[config.mk]
export PLATFORM = sky130hd
export DESIGN_NAME = mandelbrot_coord_gen
export DESIGN_NICKNAME = d
export VERILOG_FILES = /design/src/rtl/mandelbrot_coord_gen.sv
export SDC_FILE = /design/constraint.sdc
export NUM_CORES = 1
export LEC_CHECK = 0
export CORE_MARGIN = 2
export CORE_UTILIZATION = 36
export CTS_CLUSTER_DIAMETER = 50
export CTS_CLUSTER_SIZE = 30
export DETAILED_ROUTE_END_ITERATION = 8
export GPL_TIMING_DRIVEN = 0
export SYNTH_ARGS = -nofsm -noshare
export SYNTH_HDL_FRONTEND = slang
export SYNTH_SLANG_ARGS = --single-unit
[constraint.sdc]
create_clock -name clk -period 3.3 [get_ports clk]
set_clock_uncertainty 0.15 [all_clocks]
set_input_delay 0.66 -clock clk [delete_from_list [all_inputs] [get_ports clk]]
set_output_delay 0.66 -clock clk [all_outputs]
set_load 0.02 [all_outputs]
[src/rtl/mandelbrot_coord_gen.sv]
// Coordinate generator for a Mandelbrot renderer: walks a HRES x VRES pixel grid in raster
// order and presents each pixel's fixed-point (x, y) coordinate and address over a valid/ready link.
module mandelbrot_coord_gen #(
  parameter int FPW  = 27,
  parameter int AW   = 11,
  parameter int HRES = 64,
  parameter int VRES = 32
) (
  input  logic           clk,
  input  logic           rst,
  input  logic           clk_en,
  input  logic           start,
  input  logic           stop,
  input  logic [FPW-1:0] x_start,
  input  logic [FPW-1:0] y_start,
  input  logic [FPW-1:0] x_step,
  input  logic [FPW-1:0] y_step,
  output logic           out_vld,
  input  logic           out_rdy,
  output logic [FPW-1:0] x_man,
  output logic [FPW-1:0] y_man,
  output logic [AW-1:0]  adr_o,
  output logic           busy,
  output logic           done,
  output logic           state_dbg
);

  localparam int CW = (HRES > 1) ? $clog2(HRES) : 1;
  localparam int RW = (VRES > 1) ? $clog2(VRES) : 1;
  localparam logic [CW-1:0] COL_LAST = CW'(HRES - 1);
  localparam logic [RW-1:0] ROW_LAST = RW'(VRES - 1);

  typedef enum logic {IDLE = 1'b0, RUN = 1'b1} state_t;

  state_t         state, next_state;
  logic [CW-1:0]  col;
  logic [RW-1:0]  row;
  logic [FPW-1:0] x_start_q, x_step_q, y_step_q;
  logic           xfer, last, load;

  // Handshake: a pixel transfers on an enabled edge where out_vld and out_rdy are both high;
  // while out_vld is high without a transfer, x_man/y_man/adr_o stay stable.
  assign out_vld   = (state == RUN);
  assign busy      = (state == RUN);
  assign state_dbg = state;
  assign last      = (col == COL_LAST) && (row == ROW_LAST);

  always_ff @(posedge clk) begin
    if (rst)         state <= IDLE;
    else if (clk_en) state <= next_state;
  end

  // stop outranks a same-cycle transfer, so an aborted frame never raises done
  always_comb begin
    next_state = state;
    xfer       = 1'b0;
    load       = 1'b0;
    case (state)
      IDLE: begin
        if (start && !stop) begin
          next_state = RUN;
          load       = 1'b1;
        end
      end
      RUN: begin
        if (stop) begin
          next_state = IDLE;
        end else if (out_rdy) begin
          xfer = 1'b1;
          if (last) next_state = IDLE;
        end
      end
      default: next_state = IDLE;
    endcase
  end

  always_ff @(posedge clk) begin
    if (rst) begin
      x_man     <= '0;
      y_man     <= '0;
      adr_o     <= '0;
      col       <= '0;
      row       <= '0;
      x_start_q <= '0;
      x_step_q  <= '0;
      y_step_q  <= '0;
      done      <= 1'b0;
    end else if (clk_en) begin
      done <= 1'b0;
      if (load) begin
        x_start_q <= x_start;
        x_step_q  <= x_step;
        y_step_q  <= y_step;
        x_man     <= x_start;
        y_man     <= y_start;
        adr_o     <= '0;
        col       <= '0;
        row       <= '0;
      end else if (xfer) begin
        if (last) begin
          // address stays on the final pixel rather than wrapping into a new frame
          done <= 1'b1;
        end else if (col != COL_LAST) begin
          col   <= col + CW'(1);
          x_man <= x_man + x_step_q;
          adr_o <= adr_o + AW'(1);
        end else begin
          col   <= '0;
          row   <= row + RW'(1);
          x_man <= x_start_q;
          y_man <= y_man + y_step_q;
          adr_o <= adr_o + AW'(1);
        end
      end
    end
  end

endmodule

## After elaboration in Yosys (flattened, before gate mapping)

Index checks and enable logic that the tools add are counted.

| storage, ports and cells | value |
|---|---|
| bits of input ports | 114 |
| bits in registers | 159 |

| cells by class | value |
|---|---|
| add/sub/neg operators | 5 |
| eq/ne operators | 5 |
| reduce and logical (&&, ||, !) cells | 7 |
| mux-type cells | 31 |
| bitwise operators | 1 |

Operators by type and width:

| operator | count |
|---|---|
| $mux 27 | 8 |
| $add 27x27->27 | 2 |
| $mux 11 | 3 |
| $mux 6 | 4 |
| $mux 5 | 4 |
| $add 11x1->11 const B | 1 |
| $mux 1 | 11 |
| $add 6x1->6 const B | 1 |
| $eq 6x6->1 const B | 1 |
| $ne 6x6->1 const B | 1 |
| $add 5x1->5 const B | 1 |
| $eq 5x5->1 const B | 1 |
| $reduce_and 4->1 | 1 |
| $reduce_and 3->1 | 1 |
| $logic_and 1x1->1 | 2 |
| $ne 2x1->1 const B | 1 |
| $ne 2x2->1 const B | 1 |
| $pmux 1 s2 | 1 |
| $reduce_and 2->1 | 1 |
| $reduce_bool 2->1 | 1 |
| $logic_not 1->1 | 1 |
| $not 1->1 | 1 |

## Logic depth before layout (Yosys ltp)

| logic depth | value |
|---|---|
| depth in word-level cells | 6 |
| mapped depth | 11 |
| mapped depth without buffers | 11 |

## Worst setup path before layout

No wires, ideal clock.

| path | value |
|---|---|
| kind | register to register |
| from | reg x_man[0] |
| to | reg x_man[26] |
| setup slack | 0.495 ns |
| arrival time | 2.575 ns |
| cell stages (with the launch flop) | 11 |
| path through | dfxtp_1 > ha_1 > fa_1 > a211oi_2 > o21bai_2 > a221oi_4 > o211ai_2 > or3_1 > o21ai_2 > xnor2_1 > a211oi_2 |

| on the way | value |
|---|---|
| longest elaborated chain between the ends | 5 |

Ends and longest elaborated chain:

| item | RTL line | text |
|---|---|---|
| start: declaration | 20 | `output logic [FPW-1:0] x_man,` |
| start signal: assignment | 94 | `x_man <= x_start;` |
| start signal: assignment | 105 | `x_man <= x_man + x_step_q;` |
| start signal: assignment | 110 | `x_man <= x_start_q;` |
| $add 27x27->27 | 105 |  |
| $mux 27 | 103 | `end else if (col != COL_LAST) begin` |
| $mux 27 | 100 | `if (last) begin` |
| $mux 27 | 99 | `end else if (xfer) begin` |
| $mux 27 | 90 | `if (load) begin` |

No other way between the ends. The select of a mux whose other input is x is not followed.
A chain may end at the register's enable or synchronous reset.

## Worst setup path in the final report

| path | value |
|---|---|
| from | in stop |
| to | reg y_man[11] |

| on the way | value |
|---|---|
| longest elaborated chain between the ends | 6 |
| elaborated cells between the ends (all ways) | 11 |

Ends and longest elaborated chain:

| item | RTL line | text |
|---|---|---|
| start: declaration | 13 | `input logic stop,` |
| $logic_not 1->1 | 60 | `if (start && !stop) begin` |
| $logic_and 1x1->1 | 60 |  |
| $mux 1 | 60 |  |
| $mux 1 | 58 | `case (state)` |
| $ne 2x2->1 (no line) (tied with other cells) | -- |  |
| $reduce_and 4->1 (no line) | -- |  |
| end signal: assignment | 95 | `y_man <= y_start;` |
| end signal: assignment | 111 | `y_man <= y_man + y_step_q;` |
| end: declaration | 21 | `output logic [FPW-1:0] y_man,` |

Parallel ways exist; a longest one is shown, timed or not.

==> results summary <==
The standard-cell row count is 57. The critical register-to-register path endpoint is y_man[26]. Entering global routing, the biggest net connects 17 pins. Setup repair after global routing left no endpoint under its margin. The worst setup path is captured at a flop. The total number of vias is 9312. Tracing the worst setup path back leads to its startpoint at stop. The multiplexer share of the synthesized area is less than 1%. The worst hold path belongs to the class flop to flop. The share of the synthesized area in compound gates (AO/OA/AOI/OAI) is 24.3%. In the synthesized netlist the async set-or-reset flop fraction comes to 0%.

STA puts the critical path data required time at between 3 and 4 ns. The number of nets with antenna violations after routing came out at 0. The starting density of the core came out at 36.9%.

In the routed design, unresolved DRC markers number 0. The synthesized netlist devotes between 20 and 25% of its cell area to simple gates. The final weighted congestion in routability-driven placement is 0.863. Counting the buffers created by CTS gives 17.

The commonest cells after synthesis are sky130_fd_sc_hd__nand2_1, sky130_fd_sc_hd__a21oi_1, sky130_fd_sc_hd__dfxtp_1. For this run, the number of Yosys warnings is 0. Setup total negative slack on the finished layout was measured at 0 ns.

The area growth from synthesis to layout is 31.1%. The leakage power total is 4.42 nW. The measured slew at the worst slew-check pin came out at 0.835 ns. The cell area after synthesis came out at 0.00904 mm^2. The length in cells of the worst reg-to-reg path is 11.

The data arrival time of the worst path came out at 3.36 ns. Synthesis produced a netlist with a net count of 1363. The clock slew seen by the registers of the worst setup and hold paths came out at 0.06 ns. In this run the number of H-tree levels came out at 4. During I/O placement, the number of pins put on the boundary was 183. The number of antenna violations at the first check in global routing came out at 0. The worst setup path is launched from an input pin.

The hold violation count in the final report came out at 0. The post-synthesis adder-cell area fraction is 8.20%. The run finished with clean final reports. Sorting the synthesized cells by area gives the leading types as sky130_fd_sc_hd__dfxtp_1, sky130_fd_sc_hd__nand2_1, sky130_fd_sc_hd__a21oi_1. The detailed router's first-iteration violation count came out at 729.

The worst vdd rail ir drop came out at 0.277 mV. The TritonCTS clock tree is built. The startpoint identified for the worst register-to-register timing path is y_man[0].

The overall die height is 162 um. The total wirelength of the detailed-routed design is roughly 30000 um. Of all cell types, the one taking the most synthesized area is sky130_fd_sc_hd__dfxtp_1.

The maximum operating frequency is 316 MHz. Across all register-to-register paths, the minimum setup slack is about 0.22 ns. The first TritonRoute pass finished after 5 iterations. After synthesis, the largest family of logic cells by area is compound AO/OA/AOI/OAI gates. The headroom to the max-slew limit is 44.1%. For this design, the sink count on the clock tree is about 160.

The count of input and output buffers came out at approximately 180. The number of placed instances, taps included, is ~1700. After the flow finishes, the layout carries non-filler instances totaling 1727. The xor/xnor cell area share of the yosys netlist came out at ~5.2%. The pre-CTS worst setup slack came out at -0.286 ns. The number of global-route vias before repair came out at 8788. The area of the die came out at 0.0264 mm^2. Detailed placement ended at an HPWL of ~24000 um. Across all setup checks in the final design, the least slack found is 0.133 ns. Of all nets on the critical path, the largest fanout is 10.

The critical path in this run is classified as input pin to flop. After layout, the worst path uses roughly 96% of the clock period. The cell count after synthesis is 1191. After detailed routing, the number of vias per cell comes to between 5 and 6. The number of inserted diodes is 0. The worst hold margin came out at 0.307 ns. The post-route netlist has approximately 3.8% of its cells at a drive strength greater than 1. The horizontal extent of the die is around 160 um. In this run the power density over the cells is roughly 390 mW/mm^2. In the synthesized netlist the dominant register cell turns out to be sky130_fd_sc_hd__dfxtp_1. The total global routing track utilization is 23.1%.

In the final routed layout, each cell accounts on average for 17.6 um. The max-cap check violation count is 0. The floorplan core area came out at 0.0245 mm^2. The number of slew-limit violations in the final report is 0.

The sequential cell area fraction in the yosys report is between 30% and 40%. The worst path needs 3.17 ns of the cycle, external delays included. The number of distinct library cells after synthesis came out at 75. The mean instance size in the synthesized netlist came out at 7.59 um^2. The first global-routing pass estimated between 40000 and 50000 um of wire.

The final setup violation count came out at 0. The root buffer cell chosen for the clock tree is sky130_fd_sc_hd__clkbuf_16. The buffer depth of the longest clock path came out at 2. The total power consumption of the routed design came out at 4.59 mW. For the worst-skew pair, the clock arrives at the later sink with an insertion delay of 0.44 ns.

For this run the aggregate overflow at the end of global routing stands at 0. At the end of the flow, the number of nets in the layout was around 1600. Yosys instantiated no cell more often than sky130_fd_sc_hd__nand2_1. Synthesis inferred 159 register bits. In this run the worst setup path terminates at y_man[11]. The number of enable-type register cells in the synthesized netlist came out at 0. The top cell type's share of synthesized area came out at 35.2%.
## report_power, final
part	internal (mW)	switching [mW]	total (mW)
sequential	1.97	0.0395	2.01
combinational	0.262	0.320	0.581
clock	1.18	0.812	2.00
## worst min-delay path by stage
stage / to / from / depth (start not counted) / slack (ns)
3_5_place_dp: x_start_q[12] / x_start_q[12] / 2 / 0.30
5_1_grt: x_start_q[17] / x_start_q[17] / 2 / 0.32
3_3_place_gp: x_start_q[14] / x_start_q[14] / 2 / 0.29
6_report: x_start_q[12] / x_start_q[12] / 2 / 0.31
2_1_floorplan: x_start_q[10] / x_start_q[10] / 2 / 0.28
4_1_cts: x_start_q[12] / x_start_q[12] / 2 / 0.31
## registers in the layout, indices dropped and copies added, names as in the netlist
| register | cells |
|---|---|
| x_man | 27 |
| x_start_q | 27 |
| x_step_q | 27 |
| y_man | 27 |
| y_step_q | 27 |
| adr_o | 11 |
| col | 6 |
| row | 5 |
| busy | 1 |
| done | 1 |
## critical path, cell delays in order
cell,delay (ns)
sky130_fd_sc_hd__clkdlybuf4s50_1,0.56
sky130_fd_sc_hd__or3b_1,0.13
sky130_fd_sc_hd__clkbuf_1,0.27
sky130_fd_sc_hd__nand2_1,0.37
sky130_fd_sc_hd__nand2_1,0.42
sky130_fd_sc_hd__clkbuf_1,0.57
sky130_fd_sc_hd__a21oi_1,0.09
sky130_fd_sc_hd__a211oi_1,0.28
## cell families after synthesis
| group | Yosys count |
|---|---|
| and+or+nand+nor | 476 |
| xor gates and xnor gates | 54 |
| buffers and inverters | 84 |
| AOI/OAI and AO/OA | 356 |
| DFF | 159 |
| adders and majority gates | 58 |
| muxes | 4 |
## cells in the final DEF (no fill, tap or decap), drive strengths merged, types with 4 or more instances in the layout
master         count
nand2b             5
nor4               4
clkdlybuf4s50    181
nand2            261
a311oi             8
a21oi            167
nor2              86
nor2b              7
o211ai            13
o21a               9
xnor2             31
dfxtp            159
clkbuf            86
o31ai              4
a211oi            20
nor3              32
nand3             21
a32oi              4
inv               13
o21bai             6
o22ai              9
a21o              11
ha                56
or3                7
o21ai             68
and3              16
buf               10
a31oi              7
nand4             16
xor2              23
## what timing repair did
item                       CTS  global route
setup endpoints to repair    0             8
setup buffers                0             1
resized for setup            0             5
hold buffers                 0             0
## layout make-up
cell class	count	area [um^2]
fill	2453	12600
multi-input combinational	948	5540
inverter	13	48.8
sequential	159	3180
clock inverter	6	82.6
clock buffer	24	492
timing repair buffer	182	1820
tap	324	405
buffer	71	277
## per-layer routing
layer  share of wire [%]  vias up  global-route usage (%)
met3                 5.8       39                    4.28
met2                  45      278                    36.3
met1                  47     4364                    32.1
met4                 2.1        0                    7.00
li1                    -     4631                       -
met5                   0        -                       0
## stage by stage
step                instance area [um^2]  utilization (%)
floorplan                           9040                -
CTS                                11800             48.4
global placement                   11300             46.0
global route                       11800             48.4
finish                             11800             48.4
detailed placement                 11300             46.0
Power figures use the tool's default switching activity.
